### src/rtl/mips_pkg.sv
// mips_pkg: shared encodings for the multicycle MIPS controller.
//   state_t   - controller state encoding (also exported for debug)
//   OP_*      - instruction opcodes (bits [31:26])
//   ALUOP_*   - ALU operation class driven to the ALU control decoder
//   PCSRC_*   - PC source mux selects
//   SRCB_*    - ALU operand-B mux selects
//   ctrl_t    - bundle of the datapath enables/selects produced each cycle
package mips_pkg;

    typedef enum logic [2:0] {
        S_IDLE   = 3'd0,
        S_FETCH  = 3'd1,
        S_DECODE = 3'd2,
        S_EXEC   = 3'd3,
        S_MEMACC = 3'd4,
        S_WB     = 3'd5,
        S_ERROR  = 3'd7
    } state_t;

    localparam logic [5:0] OP_R    = 6'b000000;
    localparam logic [5:0] OP_LW   = 6'b100011;
    localparam logic [5:0] OP_SW   = 6'b101011;
    localparam logic [5:0] OP_ADDI = 6'b001000;
    localparam logic [5:0] OP_BEQ  = 6'b000100;
    localparam logic [5:0] OP_J    = 6'b000010;

    localparam logic [1:0] ALUOP_ADD   = 2'b00;
    localparam logic [1:0] ALUOP_SUB   = 2'b01;
    localparam logic [1:0] ALUOP_FUNCT = 2'b10;

    localparam logic [1:0] PCSRC_ALU    = 2'b00;  // PC + 4 straight from the ALU
    localparam logic [1:0] PCSRC_ALUOUT = 2'b01;  // branch target held in ALUOut
    localparam logic [1:0] PCSRC_JUMP   = 2'b10;  // pseudo-direct jump target

    localparam logic [1:0] SRCB_REG    = 2'b00;
    localparam logic [1:0] SRCB_FOUR   = 2'b01;
    localparam logic [1:0] SRCB_IMM    = 2'b10;
    localparam logic [1:0] SRCB_BRANCH = 2'b11;  // sign-extended imm << 2

    typedef struct packed {
        logic       pcWrite;
        logic       pcWriteCond;
        logic       irWrite;
        logic       memRead;
        logic       memWrite;
        logic       iorD;
        logic       regWrite;
        logic       regDst;
        logic       memToReg;
        logic       aluSrcA;
        logic [1:0] aluSrcB;
        logic [1:0] aluOp;
        logic [1:0] pcSource;
    } ctrl_t;

    function automatic logic isLegalOp(input logic [5:0] op);
        case (op)
            OP_R, OP_LW, OP_SW, OP_ADDI, OP_BEQ, OP_J: return 1'b1;
            default:                                   return 1'b0;
        endcase
    endfunction

endpackage

### src/rtl/multicycle_control_if.sv
// multicycle_control_if: controller <-> datapath/memory signal bundle.
//   opcode, memReady          - into the controller
//   pcWrite..pcSource         - datapath enables and selects
//   illegalOp, memError       - sticky fault flags
//   state                     - current controller state, for debug
// modport master: the controller; modport slave: the datapath side.
interface multicycle_control_if;
    logic [5:0] opcode;
    logic       memReady;
    logic       pcWrite;
    logic       pcWriteCond;
    logic       irWrite;
    logic       memRead;
    logic       memWrite;
    logic       iorD;
    logic       regWrite;
    logic       regDst;
    logic       memToReg;
    logic       aluSrcA;
    logic [1:0] aluSrcB;
    logic [1:0] aluOp;
    logic [1:0] pcSource;
    logic       illegalOp;
    logic       memError;
    logic [2:0] state;

    modport master (
        input  opcode, memReady,
        output pcWrite, pcWriteCond, irWrite, memRead, memWrite, iorD,
               regWrite, regDst, memToReg, aluSrcA, aluSrcB, aluOp, pcSource,
               illegalOp, memError, state
    );

    modport slave (
        output opcode, memReady,
        input  pcWrite, pcWriteCond, irWrite, memRead, memWrite, iorD,
               regWrite, regDst, memToReg, aluSrcA, aluSrcB, aluOp, pcSource,
               illegalOp, memError, state
    );
endinterface

### src/rtl/mem_wait_timer.sv
// mem_wait_timer: counts stalled memory cycles.
//   clk, rst  - clock, async active-high reset
//   clear     - zero the count (wins over count)
//   count     - this cycle is a stalled memory cycle
//   limit     - number of stalled cycles that constitutes a timeout
//   expired   - combinational: this stalled cycle is the limit-th one
module mem_wait_timer #(
    parameter int unsigned WIDTH = 8
) (
    input  logic             clk,
    input  logic             rst,
    input  logic             clear,
    input  logic             count,
    input  logic [WIDTH-1:0] limit,
    output logic             expired
);
    logic [WIDTH-1:0] cnt;
    logic [WIDTH:0]   cntInc;

    // One extra bit so a limit of all-ones can still be reached.
    assign cntInc  = {1'b0, cnt} + (WIDTH+1)'(1);
    assign expired = count && (cntInc >= {1'b0, limit});

    always_ff @(posedge clk or posedge rst) begin
        if (rst)        cnt <= '0;
        else if (clear) cnt <= '0;
        else if (count) cnt <= cntInc[WIDTH-1:0];
    end
endmodule

### src/rtl/multicycle_control.sv
// multicycle_control: control FSM for a multicycle MIPS datapath.
//   clk, rst  - clock, async active-high reset
//   bus       - multicycle_control_if.master (opcode/memReady in,
//               datapath controls, fault flags and debug state out)
// Outputs are decoded from the state (and latched opcode), with irWrite and
// pcWrite in FETCH qualified by memReady so the IR and PC update exactly once.
module multicycle_control
    import mips_pkg::*;
#(
    parameter int unsigned MEM_TIMEOUT = 15
) (
    input  logic                        clk,
    input  logic                        rst,
    multicycle_control_if.master        bus
);
    state_t     state, nextState;
    logic [5:0] opLatched;
    logic       illegalOp, memError;
    logic       inMem, waitClear, waitCount, waitExpired;
    ctrl_t      ctrl;

    assign inMem     = (state == S_FETCH) || (state == S_MEMACC);
    assign waitCount = inMem && !bus.memReady;
    // Any state change clears the counter, so it is zero on entry to FETCH
    // or MEMACC, including the direct MEMACC -> FETCH hop after a store.
    assign waitClear = (nextState != state);

    mem_wait_timer #(.WIDTH(8)) uTimer (
        .clk     (clk),
        .rst     (rst),
        .clear   (waitClear),
        .count   (waitCount),
        .limit   (8'(MEM_TIMEOUT)),
        .expired (waitExpired)
    );

    // State register
    always_ff @(posedge clk or posedge rst) begin
        if (rst) state <= S_IDLE;
        else     state <= nextState;
    end

    // Opcode latch and sticky fault flags
    always_ff @(posedge clk or posedge rst) begin
        if (rst) begin
            opLatched <= '0;
            illegalOp <= 1'b0;
            memError  <= 1'b0;
        end else begin
            if (state == S_DECODE) begin
                opLatched <= bus.opcode;
                if (!isLegalOp(bus.opcode)) illegalOp <= 1'b1;
            end
            // expired implies memReady=0, so a same-cycle completion never faults
            if (inMem && waitExpired) memError <= 1'b1;
        end
    end

    // Next-state logic
    always_comb begin
        nextState = state;
        case (state)
            S_IDLE:   nextState = S_FETCH;
            S_FETCH: begin
                if (bus.memReady)     nextState = S_DECODE;
                else if (waitExpired) nextState = S_ERROR;
            end
            S_DECODE: nextState = isLegalOp(bus.opcode) ? S_EXEC : S_ERROR;
            S_EXEC: begin
                case (opLatched)
                    OP_LW, OP_SW:  nextState = S_MEMACC;
                    OP_R, OP_ADDI: nextState = S_WB;
                    default:       nextState = S_FETCH;   // beq, j
                endcase
            end
            S_MEMACC: begin
                if (bus.memReady)     nextState = (opLatched == OP_LW) ? S_WB : S_FETCH;
                else if (waitExpired) nextState = S_ERROR;
            end
            S_WB:     nextState = S_FETCH;
            S_ERROR:  nextState = S_ERROR;
            default:  nextState = S_IDLE;
        endcase
    end

    // Output decode
    always_comb begin
        ctrl = '0;
        case (state)
            S_FETCH: begin
                ctrl.memRead  = 1'b1;
                ctrl.aluSrcB  = SRCB_FOUR;
                ctrl.aluOp    = ALUOP_ADD;
                ctrl.pcSource = PCSRC_ALU;
                ctrl.irWrite  = bus.memReady;
                ctrl.pcWrite  = bus.memReady;
            end
            S_DECODE: begin
                ctrl.aluSrcB = SRCB_BRANCH;
                ctrl.aluOp   = ALUOP_ADD;
            end
            S_EXEC: begin
                case (opLatched)
                    OP_R: begin
                        ctrl.aluSrcA = 1'b1;
                        ctrl.aluSrcB = SRCB_REG;
                        ctrl.aluOp   = ALUOP_FUNCT;
                    end
                    OP_LW, OP_SW, OP_ADDI: begin
                        ctrl.aluSrcA = 1'b1;
                        ctrl.aluSrcB = SRCB_IMM;
                        ctrl.aluOp   = ALUOP_ADD;
                    end
                    OP_BEQ: begin
                        ctrl.aluSrcA     = 1'b1;
                        ctrl.aluSrcB     = SRCB_REG;
                        ctrl.aluOp       = ALUOP_SUB;
                        ctrl.pcWriteCond = 1'b1;
                        ctrl.pcSource    = PCSRC_ALUOUT;
                    end
                    OP_J: begin
                        ctrl.pcWrite  = 1'b1;
                        ctrl.pcSource = PCSRC_JUMP;
                    end
                    default: ;
                endcase
            end
            S_MEMACC: begin
                ctrl.iorD     = 1'b1;
                ctrl.memRead  = (opLatched == OP_LW);
                ctrl.memWrite = (opLatched == OP_SW);
            end
            S_WB: begin
                ctrl.regWrite = 1'b1;
                ctrl.regDst   = (opLatched == OP_R);
                ctrl.memToReg = (opLatched == OP_LW);
            end
            default: ;   // IDLE, ERROR: everything off
        endcase
    end

    assign bus.pcWrite     = ctrl.pcWrite;
    assign bus.pcWriteCond = ctrl.pcWriteCond;
    assign bus.irWrite     = ctrl.irWrite;
    assign bus.memRead     = ctrl.memRead;
    assign bus.memWrite    = ctrl.memWrite;
    assign bus.iorD        = ctrl.iorD;
    assign bus.regWrite    = ctrl.regWrite;
    assign bus.regDst      = ctrl.regDst;
    assign bus.memToReg    = ctrl.memToReg;
    assign bus.aluSrcA     = ctrl.aluSrcA;
    assign bus.aluSrcB     = ctrl.aluSrcB;
    assign bus.aluOp       = ctrl.aluOp;
    assign bus.pcSource    = ctrl.pcSource;
    assign bus.illegalOp   = illegalOp;
    assign bus.memError    = memError;
    assign bus.state       = state;
endmodule

### src/flat_wrapper.sv
// flat-port wrapper written by rule: the top's interface ports become plain ports
module multicycle_control_flat import mips_pkg::*;
#(
    parameter int unsigned MEM_TIMEOUT = 15
)
  (clk, rst, bus_opcode, bus_memReady, bus_pcWrite, bus_pcWriteCond, bus_irWrite, bus_memRead, bus_memWrite, bus_iorD, bus_regWrite, bus_regDst, bus_memToReg, bus_aluSrcA, bus_aluSrcB, bus_aluOp, bus_pcSource, bus_illegalOp, bus_memError, bus_state);
  multicycle_control_if bus_i ();
  input  logic clk;
  input  logic rst;
  input wire logic [$bits(bus_i.opcode)-1:0] bus_opcode;
  input wire logic [$bits(bus_i.memReady)-1:0] bus_memReady;
  output wire logic [$bits(bus_i.pcWrite)-1:0] bus_pcWrite;
  output wire logic [$bits(bus_i.pcWriteCond)-1:0] bus_pcWriteCond;
  output wire logic [$bits(bus_i.irWrite)-1:0] bus_irWrite;
  output wire logic [$bits(bus_i.memRead)-1:0] bus_memRead;
  output wire logic [$bits(bus_i.memWrite)-1:0] bus_memWrite;
  output wire logic [$bits(bus_i.iorD)-1:0] bus_iorD;
  output wire logic [$bits(bus_i.regWrite)-1:0] bus_regWrite;
  output wire logic [$bits(bus_i.regDst)-1:0] bus_regDst;
  output wire logic [$bits(bus_i.memToReg)-1:0] bus_memToReg;
  output wire logic [$bits(bus_i.aluSrcA)-1:0] bus_aluSrcA;
  output wire logic [$bits(bus_i.aluSrcB)-1:0] bus_aluSrcB;
  output wire logic [$bits(bus_i.aluOp)-1:0] bus_aluOp;
  output wire logic [$bits(bus_i.pcSource)-1:0] bus_pcSource;
  output wire logic [$bits(bus_i.illegalOp)-1:0] bus_illegalOp;
  output wire logic [$bits(bus_i.memError)-1:0] bus_memError;
  output wire logic [$bits(bus_i.state)-1:0] bus_state;
  assign bus_i.opcode = bus_opcode;
  assign bus_i.memReady = bus_memReady;
  assign bus_pcWrite = bus_i.pcWrite;
  assign bus_pcWriteCond = bus_i.pcWriteCond;
  assign bus_irWrite = bus_i.irWrite;
  assign bus_memRead = bus_i.memRead;
  assign bus_memWrite = bus_i.memWrite;
  assign bus_iorD = bus_i.iorD;
  assign bus_regWrite = bus_i.regWrite;
  assign bus_regDst = bus_i.regDst;
  assign bus_memToReg = bus_i.memToReg;
  assign bus_aluSrcA = bus_i.aluSrcA;
  assign bus_aluSrcB = bus_i.aluSrcB;
  assign bus_aluOp = bus_i.aluOp;
  assign bus_pcSource = bus_i.pcSource;
  assign bus_illegalOp = bus_i.illegalOp;
  assign bus_memError = bus_i.memError;
  assign bus_state = bus_i.state;
  multicycle_control #(.MEM_TIMEOUT(MEM_TIMEOUT)) u_core (.clk(clk), .rst(rst), .bus(bus_i));
endmodule
### config.mk
export PLATFORM = sky130hd
export DESIGN_NAME = multicycle_control_flat
export DESIGN_NICKNAME = d
export VERILOG_FILES = /design/src/rtl/mips_pkg.sv /design/src/rtl/multicycle_control_if.sv /design/src/rtl/mem_wait_timer.sv /design/src/rtl/multicycle_control.sv /design/src/flat_wrapper.sv
export SDC_FILE = /design/constraint.sdc
export NUM_CORES = 1
export LEC_CHECK = 0
export ABC_AREA = 1
export CAP_MARGIN = 20
export CORE_ASPECT_RATIO = 0.9
export CORE_MARGIN = 1
export CORE_UTILIZATION = 29
export DETAILED_ROUTE_END_ITERATION = 10
export SYNTH_ARGS = -nofsm -noshare
export SYNTH_HDL_FRONTEND = slang
export SYNTH_SLANG_ARGS = --single-unit
### constraint.sdc
create_clock -name clk -period 2.1 [get_ports clk]
set_input_delay 0.42 -clock clk [delete_from_list [all_inputs] [get_ports clk]]
set_output_delay 0.42 -clock clk [all_outputs]
set_load 0.01 [all_outputs]
==> results.sh, run 1 <==
export IMPL_outcome="finished, final reports clean"
export IMPL_crit_cells=6
export IMPL_hp_start="u_core.bus.illegalOp$_DFFE_PP0P_"
export IMPL_met1_usage=0.198
export IMPL_worst_slew_pin_slew_ns=0.276
export IMPL_power_leakage_nw=1.11
export IMPL_vias=1429
export IMPL_grt_pass1_wl_um=5710
export IMPL_reg2reg_slack_ns=0.13
export IMPL_cts_root_buf="clkbuf_8"
export IMPL_cp_max_fo=4
export IMPL_path_buf_inv=2
export IMPL_ys_seq_area_frac=0.354
export IMPL_period_minus_slack_ns=2.08
export IMPL_r2r_end="u_core.uTimer.cnt[3]$_DFFE_PP0P_"
export IMPL_worst_r2r_startpoint="u_core.bus.state[1]$_DFF_PP0_"
export IMPL_slew_headroom=0.816
export IMPL_synth_edf_count=0
export IMPL_hold_viol=0
export IMPL_ys_warn_count=0
export IMPL_switching_share=0.452
export IMPL_portBuffers=29
export IMPL_cp_arrival_ns=1.66
export IMPL_cts_tree="yes"
export IMPL_startpoint_type="register"
export IMPL_worstSetupPathType="reg2out"
export IMPL_num_rows=23
export IMPL_vias_per_cell=4.47
export IMPL_dp_hpwl_um=2440
export IMPL_cts_buffer_depth=2
export IMPL_pre_cts_ws_ns=-0.220
export IMPL_drive_gt1_frac=0.341
export IMPL_rr_worst_depth=15
export IMPL_hold_class="reg2reg"
export IMPL_rsz0062_at_grt="true"
export IMPL_grtUsageTotal=0.153
export IMPL_nFillCells=472
export IMPL_antenna_found_initial=0
export IMPL_synthTopCellsByArea="dfrtp_1 35%, nand2_1 15%, inv_1 8.1%"
export IMPL_routed_wl_um=3590
export IMPL_p_switching_mw=1.16
export IMPL_cts_made_buffers=3
export IMPL_post_route_period_util=0.988
export IMPL_combPwrFrac=0.652
export IMPL_core_sq_um=4460
export IMPL_ir_drop_mv=0.669
export IMPL_synth_ff_type="dfrtp_1"
export IMPL_required_ns=1.68
export IMPL_syn_inst=194
export IMPL_cpPeakStageDelay_ns=0.44
export IMPL_firstDrtPassIters=4
export IMPL_grt_pass1_vias=1384
export IMPL_placedInstanceArea_sq_um=1820
export IMPL_synth_top_area_share=0.354
export IMPL_clkTransAtPathRegs_ns=0.07
export IMPL_grt_max_degree=20
export IMPL_max_clock_freq_mhz=482
export IMPL_synth_cell_types=30
export IMPL_fin_skew_ns=0.00262
export IMPL_gp_congestion=0.848
export IMPL_dr_first_iter_drc_count=59
export IMPL_min_delay_path_depth=2
export IMPL_intPower_mw=1.41
export IMPL_setup_viol=0
export IMPL_syn_cell_area_sq_um=1340
export IMPL_wl_per_cell_um=11.2
export IMPL_areaGrowthSynthToFinish_pct=54.6
export IMPL_die_height_um=66.5
export IMPL_maxCapViolCount=0
export IMPL_cp_end_kind="primary output"
export IMPL_synth_avg_cell_area_sq_um=6.91
export IMPL_synth_most_common_cell="nand2_1"
export IMPL_ys_ff_latch=19
export IMPL_power_density_nw_per_um2=1240
export IMPL_holdPathEnd="u_core.bus.illegalOp$_DFFE_PP0P_"
export IMPL_final_area_sq_um=2070
export IMPL_die_x_um=73.7
export IMPL_critical_path_slowest_cell="dfrtp_1"
export IMPL_path_cells="nand2_2, nor2_4, nand3_4, nor3_4, buf_4, dlygate4sd2_1"
export IMPL_tns_ns=0
export IMPL_clock_sinks=19
export IMPL_num_io_pins=30
export IMPL_layout_nets=270
export IMPL_clk_insertion_delay_late_ns=0.25
export IMPL_async_flop_share=1.00
export IMPL_dieArea_sq_um=4900
export IMPL_syn_num_nets=205
export IMPL_setup_ws_ns=0.0244
export IMPL_power_frac_seq=0.250
export IMPL_cp_top_family="simple AND/OR/NAND/NOR gates"
export IMPL_antenna_cells=0
export IMPL_grt_busiest_layer="met2"
export IMPL_grt_overflow=0
export IMPL_synth_top_area_cell="dfrtp_1"
export IMPL_globalRouteMet3Util=0.0303
export IMPL_start_util=0.301
export IMPL_clock_power_share=0.098
export IMPL_synthTopCellsByCount="54 x nand2_1, 29 x inv_1, 20 x nor2_1"
export IMPL_drc_errors=0
export IMPL_final_antenna_net_count=0
export IMPL_h_tree_depth=1
export IMPL_gr_usage_met2=0.250
export IMPL_drv_slew=0
power by group through the flow:
stage / clock, mW / sequential, mW / combinational (mW)
floorplan: 0 / 0.573 / 0.834
global placement: 0 / 0.625 / 1.30
detailed placement: 0 / 0.627 / 1.30
CTS: 0.259 / 0.629 / 1.39
global route: 0.280 / 0.656 / 1.83
finish: 0.252 / 0.641 / 1.67
layout make-up:
| type | instances | area, sq um | area share |
|---|---|---|---|
| clock buffers | 4 | 45.0 | 0.0217 |
| well taps | 62 | 77.6 | 0.0374 |
| repair buffers | 66 | 546 | 0.263 |
| flip-flops and latches | 19 | 478 | 0.231 |
| multi-input cells | 137 | 805 | 0.388 |
| inverters | 32 | 123 | 0.0591 |
how the worst max path moves through the flow:
stage,start,slack [ns],end
3_5_place_dp,bus_memReady,-0.22,bus_pcWrite
6_report,u_core.bus.state[0]$_DFF_PP0_,0.02,bus_pcSource[0]
4_1_cts,bus_memReady,-0.17,bus_pcWrite
2_1_floorplan,u_core.bus.state[1]$_DFF_PP0_,0.25,bus_aluSrcA
5_1_grt,u_core.bus.state[0]$_DFF_PP0_,-0.09,bus_pcSource[0]
3_3_place_gp,bus_memReady,-0.23,bus_pcWrite
metrics by stage:
stage / hold WS [ns] / utilization / std cells / power [mW]
after floorplan: 0.371 / - / 194 / 1.41
after global placement: 0.455 / 0.408 / 300 / 1.92
after detailed placement: 0.458 / 0.408 / 300 / 1.93
after CTS: 0.477 / 0.435 / 310 / 2.28
after global routing: 0.505 / 0.465 / 320 / 2.77
final: 0.468 / 0.465 / 320 / 2.56
kinds of logic after synthesis:
logic type                 Yosys count  synth area share
DFF                                 19             0.354
buffers and inverters               38             0.126
xor gates and xnor gates             2            0.0131
adders and majority gates            2            0.0187
AOI/OAI and AO/OA                   19            0.0774
and+or+nand+nor                    114             0.410
what timing repair did:
action	in CTS	in global routing
setup buffers	6	10
endpoints found under the setup margin	16	13
hold endpoints to repair	0	0
gates resized for setup	28	27
hold buffers	0	0
pin swaps	1	4
placed cells by master, fill, tap and decap left out, types with 3 or more instances in the layout:
master,count
nor2_2,7
nor3_4,6
o21ai_0,11
nand3_1,10
buf_4,36
dfrtp_1,17
clkbuf_8,3
nand4_1,3
clkdlybuf4s50_1,13
nand3_2,4
dlygate4sd2_1,11
a21oi_1,4
nor2_1,16
inv_2,5
inv_1,26
nand2_2,9
nor2_4,3
nand2_1,48
routing by layer:
layer	wire, um	up-vias
met5	0	-
met4	57	0
met3	156	6
met2	1740	40
met1	1640	653
li1	-	730
state kept, by name (all words and copies together), names as in the netlist:
signal / cells
u_core.bus.illegalOp: 1
u_core.bus.memError: 1
u_core.bus.state: 3
u_core.opLatched: 6
u_core.uTimer.cnt: 8
tightest hold or removal path, delay by kind of cell, from the launching register on:
family / cells / cell delay [ns]
buf+inv: 1 / 0.04
flops: 1 / 0.35
simple gates: 1 / 0.05
Note: power is estimated with default switching activity, not from simulation.
==> run 2, diff against run 1 <==
--- a/config.mk
+++ b/config.mk
@@ -7,7 +7,7 @@
 export LEC_CHECK = 0
 export ABC_AREA = 1
 export CAP_MARGIN = 20
-export CORE_ASPECT_RATIO = 0.9
+export CORE_ASPECT_RATIO = 1.1
 export CORE_MARGIN = 1
 export CORE_UTILIZATION = 29
 export DETAILED_ROUTE_END_ITERATION = 10
==> results.sh, run 2 (synthesis results as in run 1) <==
export IMPL_clkTransAtPathRegs_ns=0.08
export IMPL_grt_max_degree=20
export IMPL_cp_arrival_ns=1.59
export IMPL_required_ns=1.68
export IMPL_path_buf_inv=4
export IMPL_cp_top_family="buffers and inverters"
export IMPL_antenna_cells=0
export IMPL_fin_cells=302
export IMPL_worst_r2r_startpoint="u_core.uTimer.cnt[0]$_DFFE_PP0P_"
export IMPL_h_tree_depth=1
export IMPL_grt_pass1_wl_um=5420
export IMPL_crit_cells=6
export IMPL_fin_skew_ns=0.00245
export IMPL_num_io_pins=30
export IMPL_core_sq_um=4380
export IMPL_vias=1325
export IMPL_dr_first_iter_drc_count=37
export IMPL_grtUsageTotal=0.145
export IMPL_num_rows=25
export IMPL_holdPathEnd="u_core.bus.illegalOp$_DFFE_PP0P_"
export IMPL_reg_top3="u_core.uTimer.cnt (8), u_core.opLatched (6), u_core.bus.state (3)"
export IMPL_r2r_end="u_core.uTimer.cnt[1]$_DFFE_PP0P_"
export IMPL_wl_per_cell_um=11.1
export IMPL_cts_buffer_depth=2
export IMPL_critical_path_slowest_cell="dfrtp_2"
export IMPL_critPathMostFrequentCell="buf_4"
export IMPL_place_inst=284
export IMPL_power_density_nw_per_um2=1200
export IMPL_hold_viol=0
export IMPL_layout_nets=260
export IMPL_cts_root_buf="clkbuf_8"
export IMPL_final_antenna_net_count=0
export IMPL_final_area_sq_um=2000
export IMPL_cp_end_kind="primary output"
export IMPL_ir_drop_mv=0.581
export IMPL_clk_insertion_delay_late_ns=0.25
export IMPL_antenna_found_initial=0
export IMPL_max_clock_freq_mhz=499
export IMPL_period_minus_slack_ns=2.01
export IMPL_rsz0062_at_grt="false"
export IMPL_rr_worst_depth=13
export IMPL_start_util=0.306
export IMPL_path_cells="buf_4, nor3_4, inv_2, buf_4, nand2_1, dlygate4sd2_1"
export IMPL_largest_reg_flops=8
export IMPL_cts_tree="yes"
export IMPL_grt_overflow=0
export IMPL_worst_slew_pin_slew_ns=0.257
export IMPL_die_x_um=66.8
export IMPL_drive_gt1_frac=0.323
export IMPL_worstSetupPathType="reg2out"
export IMPL_setup_viol=0
export IMPL_reg2reg_slack_ns=0.20
export IMPL_routed_wl_um=3350
export IMPL_cts_made_buffers=3
export IMPL_gp_congestion=0.862
export IMPL_hold_class="reg2reg"
export IMPL_maxCapViolCount=0
export IMPL_areaGrowthSynthToFinish_pct=48.9
export IMPL_top_register="u_core.uTimer.cnt"
export IMPL_min_delay_path_depth=2
export IMPL_final_common_cell="nand2_1"
export IMPL_drv_slew=0
export IMPL_layout_common_cells="50 x nand2_1, 26 x inv_1, 26 x buf_4, 14 x nor2_1, 14 x dfrtp_1"
export IMPL_slew_headroom=0.829
export IMPL_power_leakage_nw=1.04
export IMPL_hp_start="u_core.bus.illegalOp$_DFFE_PP0P_"
export IMPL_hold_ws_ns=0.467
export IMPL_outcome="finished, final reports clean"
export IMPL_post_route_period_util=0.955
export IMPL_placedInstanceArea_sq_um=1750
export IMPL_clock_sinks=19
export IMPL_die_height_um=73.3
export IMPL_report_power_total_mw=2.41
export IMPL_startpoint_type="register"
export IMPL_firstDrtPassIters=4
export IMPL_dp_hpwl_um=2480
export IMPL_grt_pass1_vias=1276
export IMPL_drc_errors=0
export IMPL_cpPeakStageDelay_ns=0.45
export IMPL_portBuffers=29
export IMPL_cp_max_fo=5
export IMPL_vias_per_cell=4.39
export IMPL_dieArea_sq_um=4900
==> run 2: power by group <==
group	internal, mW	switching [mW]	total (mW)	leakage, nW
clock	0.132	0.128	0.259	0.0255
sequential	0.493	0.140	0.633	0.232
combinational	0.662	0.851	1.51	0.780
==> run 2: how the worst max path moves through the flow <==
| stage | startpoint | endpoint | slack (ns) |
|---|---|---|---|
| 2_1_floorplan | u_core.bus.state[1]$_DFF_PP0_ | bus_aluSrcA | 0.25 |
| 3_3_place_gp | bus_memReady | bus_pcWrite | -0.18 |
| 3_5_place_dp | bus_memReady | bus_pcWrite | -0.16 |
| 4_1_cts | u_core.bus.state[2]$_DFF_PP0_ | bus_aluSrcA | -0.03 |
| 5_1_grt | u_core.bus.state[0]$_DFF_PP0_ | bus_pcWriteCond | 0.0008 |
| 6_report | u_core.bus.state[2]$_DFF_PP0_ | bus_aluSrcB[0] | 0.09 |
==> run 2: final cells by class <==
type	instances	area (sq um)
inverter	32	123
sequential	19	482
fill	447	2380
clock inverter	1	5.00
timing repair buffer	56	473
tap	54	67.6
multi-input combinational	137	806
clock buffer	3	41.3
==> run 2: worst reg2reg max path, delay by kind of cell, from the launching register on <==
family | cells | cell delay (ns)
AO/OA/AOI/OAI | 1 | 0.13
flip-flops | 1 | 0.43
buffers and inverters | 1 | 0.07
adder cells (fa/ha/maj) | 1 | 0.31
AND/OR/NAND/NOR | 10 | 0.90
==> run 2: repair_timing <==
item	CTS	global route
setup buffers	7	8
hold buffers	0	0
pin swaps	2	11
resized for setup	28	29
setup endpoints to repair	16	9
==> run 2: routing by layer <==
layer / part of all wire / global-route usage / vias up
met5: 0 / 0 / -
met4: 0.0051 / 0.0402 / 0
met3: 0.030 / 0.0233 / 2
met2: 0.52 / 0.257 / 23
met1: 0.44 / 0.180 / 587
li1: - / - / 713
==> run 2: metrics by stage <==
step           worst slack [ns]  TNS [ns]   util
3_3_place_gp             -0.181    -0.313  0.400
6_report                 0.0941         0  0.456
5_1_grt                0.000782         0  0.456
2_1_floorplan             0.253         0      -
3_5_place_dp             -0.164    -0.354  0.400
4_1_cts                 -0.0282   -0.0282  0.428
==> run 3, diff against run 2 <==
--- a/config.mk
+++ b/config.mk
@@ -11,6 +11,7 @@
 export CORE_MARGIN = 1
 export CORE_UTILIZATION = 29
 export DETAILED_ROUTE_END_ITERATION = 10
+export PLACE_DENSITY = 0.58
 export SYNTH_ARGS = -nofsm -noshare
 export SYNTH_HDL_FRONTEND = slang
 export SYNTH_SLANG_ARGS = --single-unit
==> constraint.sdc (replaced) <==
create_clock -name clk -period 2.6 [get_ports clk]
set_input_delay 0.52 -clock clk [delete_from_list [all_inputs] [get_ports clk]]
set_output_delay 0.52 -clock clk [all_outputs]
set_load 0.01 [all_outputs]
==> results.sh, run 3 (synthesis results as in run 1) <==
export IMPL_portBuffers=29
export IMPL_antenna_cells=0
export IMPL_wl_per_cell_um=11.2
export IMPL_cpPeakStageDelay_ns=0.52
export IMPL_power_density_nw_per_um2=963
export IMPL_num_rows=25
export IMPL_holdPathEnd="u_core.bus.memError$_DFFE_PP0P_"
export IMPL_grtUsageTotal=0.148
export IMPL_gp_congestion=0.849
export IMPL_setup_viol=0
export IMPL_drc_errors=0
export IMPL_critPathMostFrequentCell="clkdlybuf4s50_1"
export IMPL_outcome="finished, final reports clean"
export IMPL_cp_top_family="buffers and inverters"
export IMPL_power_leakage_nw=0.876
export IMPL_cts_tree="yes"
export IMPL_required_ns=2.08
export IMPL_cts_buffer_depth=2
export IMPL_cp_end_kind="primary output"
export IMPL_areaGrowthSynthToFinish_pct=32.5
export IMPL_worst_slew_pin_slew_ns=0.737
export IMPL_final_area_sq_um=1780
export IMPL_period_minus_slack_ns=2.47
export IMPL_worst_r2r_startpoint="u_core.uTimer.cnt[0]$_DFFE_PP0P_"
export IMPL_cp_max_fo=3
export IMPL_r2r_end="u_core.uTimer.cnt[0]$_DFFE_PP0P_"
export IMPL_hold_class="reg2reg"
export IMPL_startpoint_type="input port"
export IMPL_clkTransAtPathRegs_ns=0.07
export IMPL_layout_common_cells="52 x nand2_1, 29 x inv_1, 28 x clkdlybuf4s50_1, 17 x nor2_1, 16 x dfrtp_1"
export IMPL_tns_ns=0
export IMPL_h_tree_depth=1
export IMPL_drv_slew=0
export IMPL_path_buf_inv=3
export IMPL_rr_worst_depth=13
export IMPL_dieArea_sq_um=4900
export IMPL_final_antenna_net_count=0
export IMPL_dp_hpwl_um=2460
export IMPL_cts_root_buf="clkbuf_8"
export IMPL_top_register="u_core.uTimer.cnt"
export IMPL_clk_insertion_delay_late_ns=0.26
export IMPL_rsz0062_at_grt="false"
export IMPL_vias_per_cell=4.55
export IMPL_vias=1269
export IMPL_final_common_cell="nand2_1"
export IMPL_layout_nets=237
export IMPL_die_height_um=73.3
export IMPL_critical_path_slowest_cell="clkdlybuf4s50_1"
export IMPL_placedInstanceArea_sq_um=1680
export IMPL_grt_pass1_vias=1242
export IMPL_fin_skew_ns=0.00114
export IMPL_cts_made_buffers=3
export IMPL_slew_headroom=0.508
export IMPL_hp_start="u_core.bus.memError$_DFFE_PP0P_"
export IMPL_maxCapViolCount=0
export IMPL_clock_sinks=19
export IMPL_worstSetupPathType="in2out"
export IMPL_post_route_period_util=0.950
export IMPL_firstDrtPassIters=4
export IMPL_max_clock_freq_mhz=405
export IMPL_reg_top3="u_core.uTimer.cnt (8), u_core.opLatched (6), u_core.bus.state (3)"
export IMPL_grt_max_degree=20
export IMPL_routed_wl_um=3130
export IMPL_grt_pass1_wl_um=5350
export IMPL_hold_viol=0
export IMPL_min_delay_path_depth=2
export IMPL_ir_drop_mv=0.442
export IMPL_antenna_found_initial=0
export IMPL_die_x_um=66.8
export IMPL_num_io_pins=30
export IMPL_dr_first_iter_drc_count=44
export IMPL_reg2reg_slack_ns=0.70
export IMPL_drive_gt1_frac=0.191
export IMPL_cp_arrival_ns=1.95
export IMPL_grt_overflow=0
export IMPL_nFillCells=488
export IMPL_start_util=0.306
export IMPL_path_cells="clkdlybuf4s50_1, inv_1, nor2_2, or2_2, clkdlybuf4s50_1"
export IMPL_core_sq_um=4380
export IMPL_largest_reg_flops=8
[run 3: changes by cell type in the layout (fill, tap and decap cells not counted), sizes merged]
cell | before | now
clkdlybuf4s50 | 13 | 28
dlymetal6s2s | 0 | 1
clkbuf | 5 | 3
clkdlybuf4s15 | 3 | 0
dlygate4sd2 | 11 | 0
buf | 27 | 4
[run 3: per-layer routing]
metal	up-vias	routed length, um	track usage
met2	48	1470	0.237
li1	660	-	-
met5	-	0	0
met4	0	76	0.0851
met3	8	202	0.0342
met1	553	1380	0.180
[run 3: repair_timing]
item	CTS	global route
pin swaps	0	2
hold buffers	0	0
endpoints found under the setup margin	2	5
gates resized for setup	2	13
setup buffers	0	1
[run 3: report_power, final]
group          internal (mW)  switching (mW)
Clock                  0.107           0.104
Combinational          0.411           0.570
Sequential             0.395           0.124
[run 3: how the worst max path moves through the flow]
stage	start	endpoint	cells after the start
after floorplan	u_core.bus.state[1]$_DFF_PP0_	bus_aluSrcA	6
after global placement	bus_memReady	bus_pcWrite	5
after detailed placement	bus_memReady	bus_pcWrite	5
after CTS	u_core.opLatched[4]$_DFFE_PP0N_	bus_aluSrcA	9
after global routing	u_core.bus.state[0]$_DFF_PP0_	bus_memRead	5
final	bus_memReady	bus_pcWrite	5
[run 3: area by class of cell]
type	instances	area, sq um	area share
inverters	32	123	0.0690
clock buffers	3	41.3	0.0232
repair buffers	33	323	0.182
clock inverters	1	5.00	0.00282
multi-input cells	137	738	0.415
flip-flops and latches	19	479	0.270
well taps	54	67.6	0.0380
[run 3: per-stage QoR]
stage               worst slack [ns]  utilization  total power, mW  instances  hold WS (ns)
finish                         0.131        0.406             1.71        279         0.465
global route                  0.0224        0.406             1.87        279         0.499
CTS                         0.000180        0.395             1.67        278         0.471
detailed placement            0.0944        0.383             1.44        274         0.451
global placement              0.0925        0.383             1.43        274         0.451
floorplan                      0.653            -             1.14        194         0.471
[run 3: worst register-to-register path: cells and delay by family, from the launching register on]
kind,cells,cell delay (ns)
buffers and inverters,1,0.11
and+or+nand+nor,10,0.86
DFF,1,0.41
AOI/OAI and AO/OA,1,0.13
adders and majority gates,1,0.32
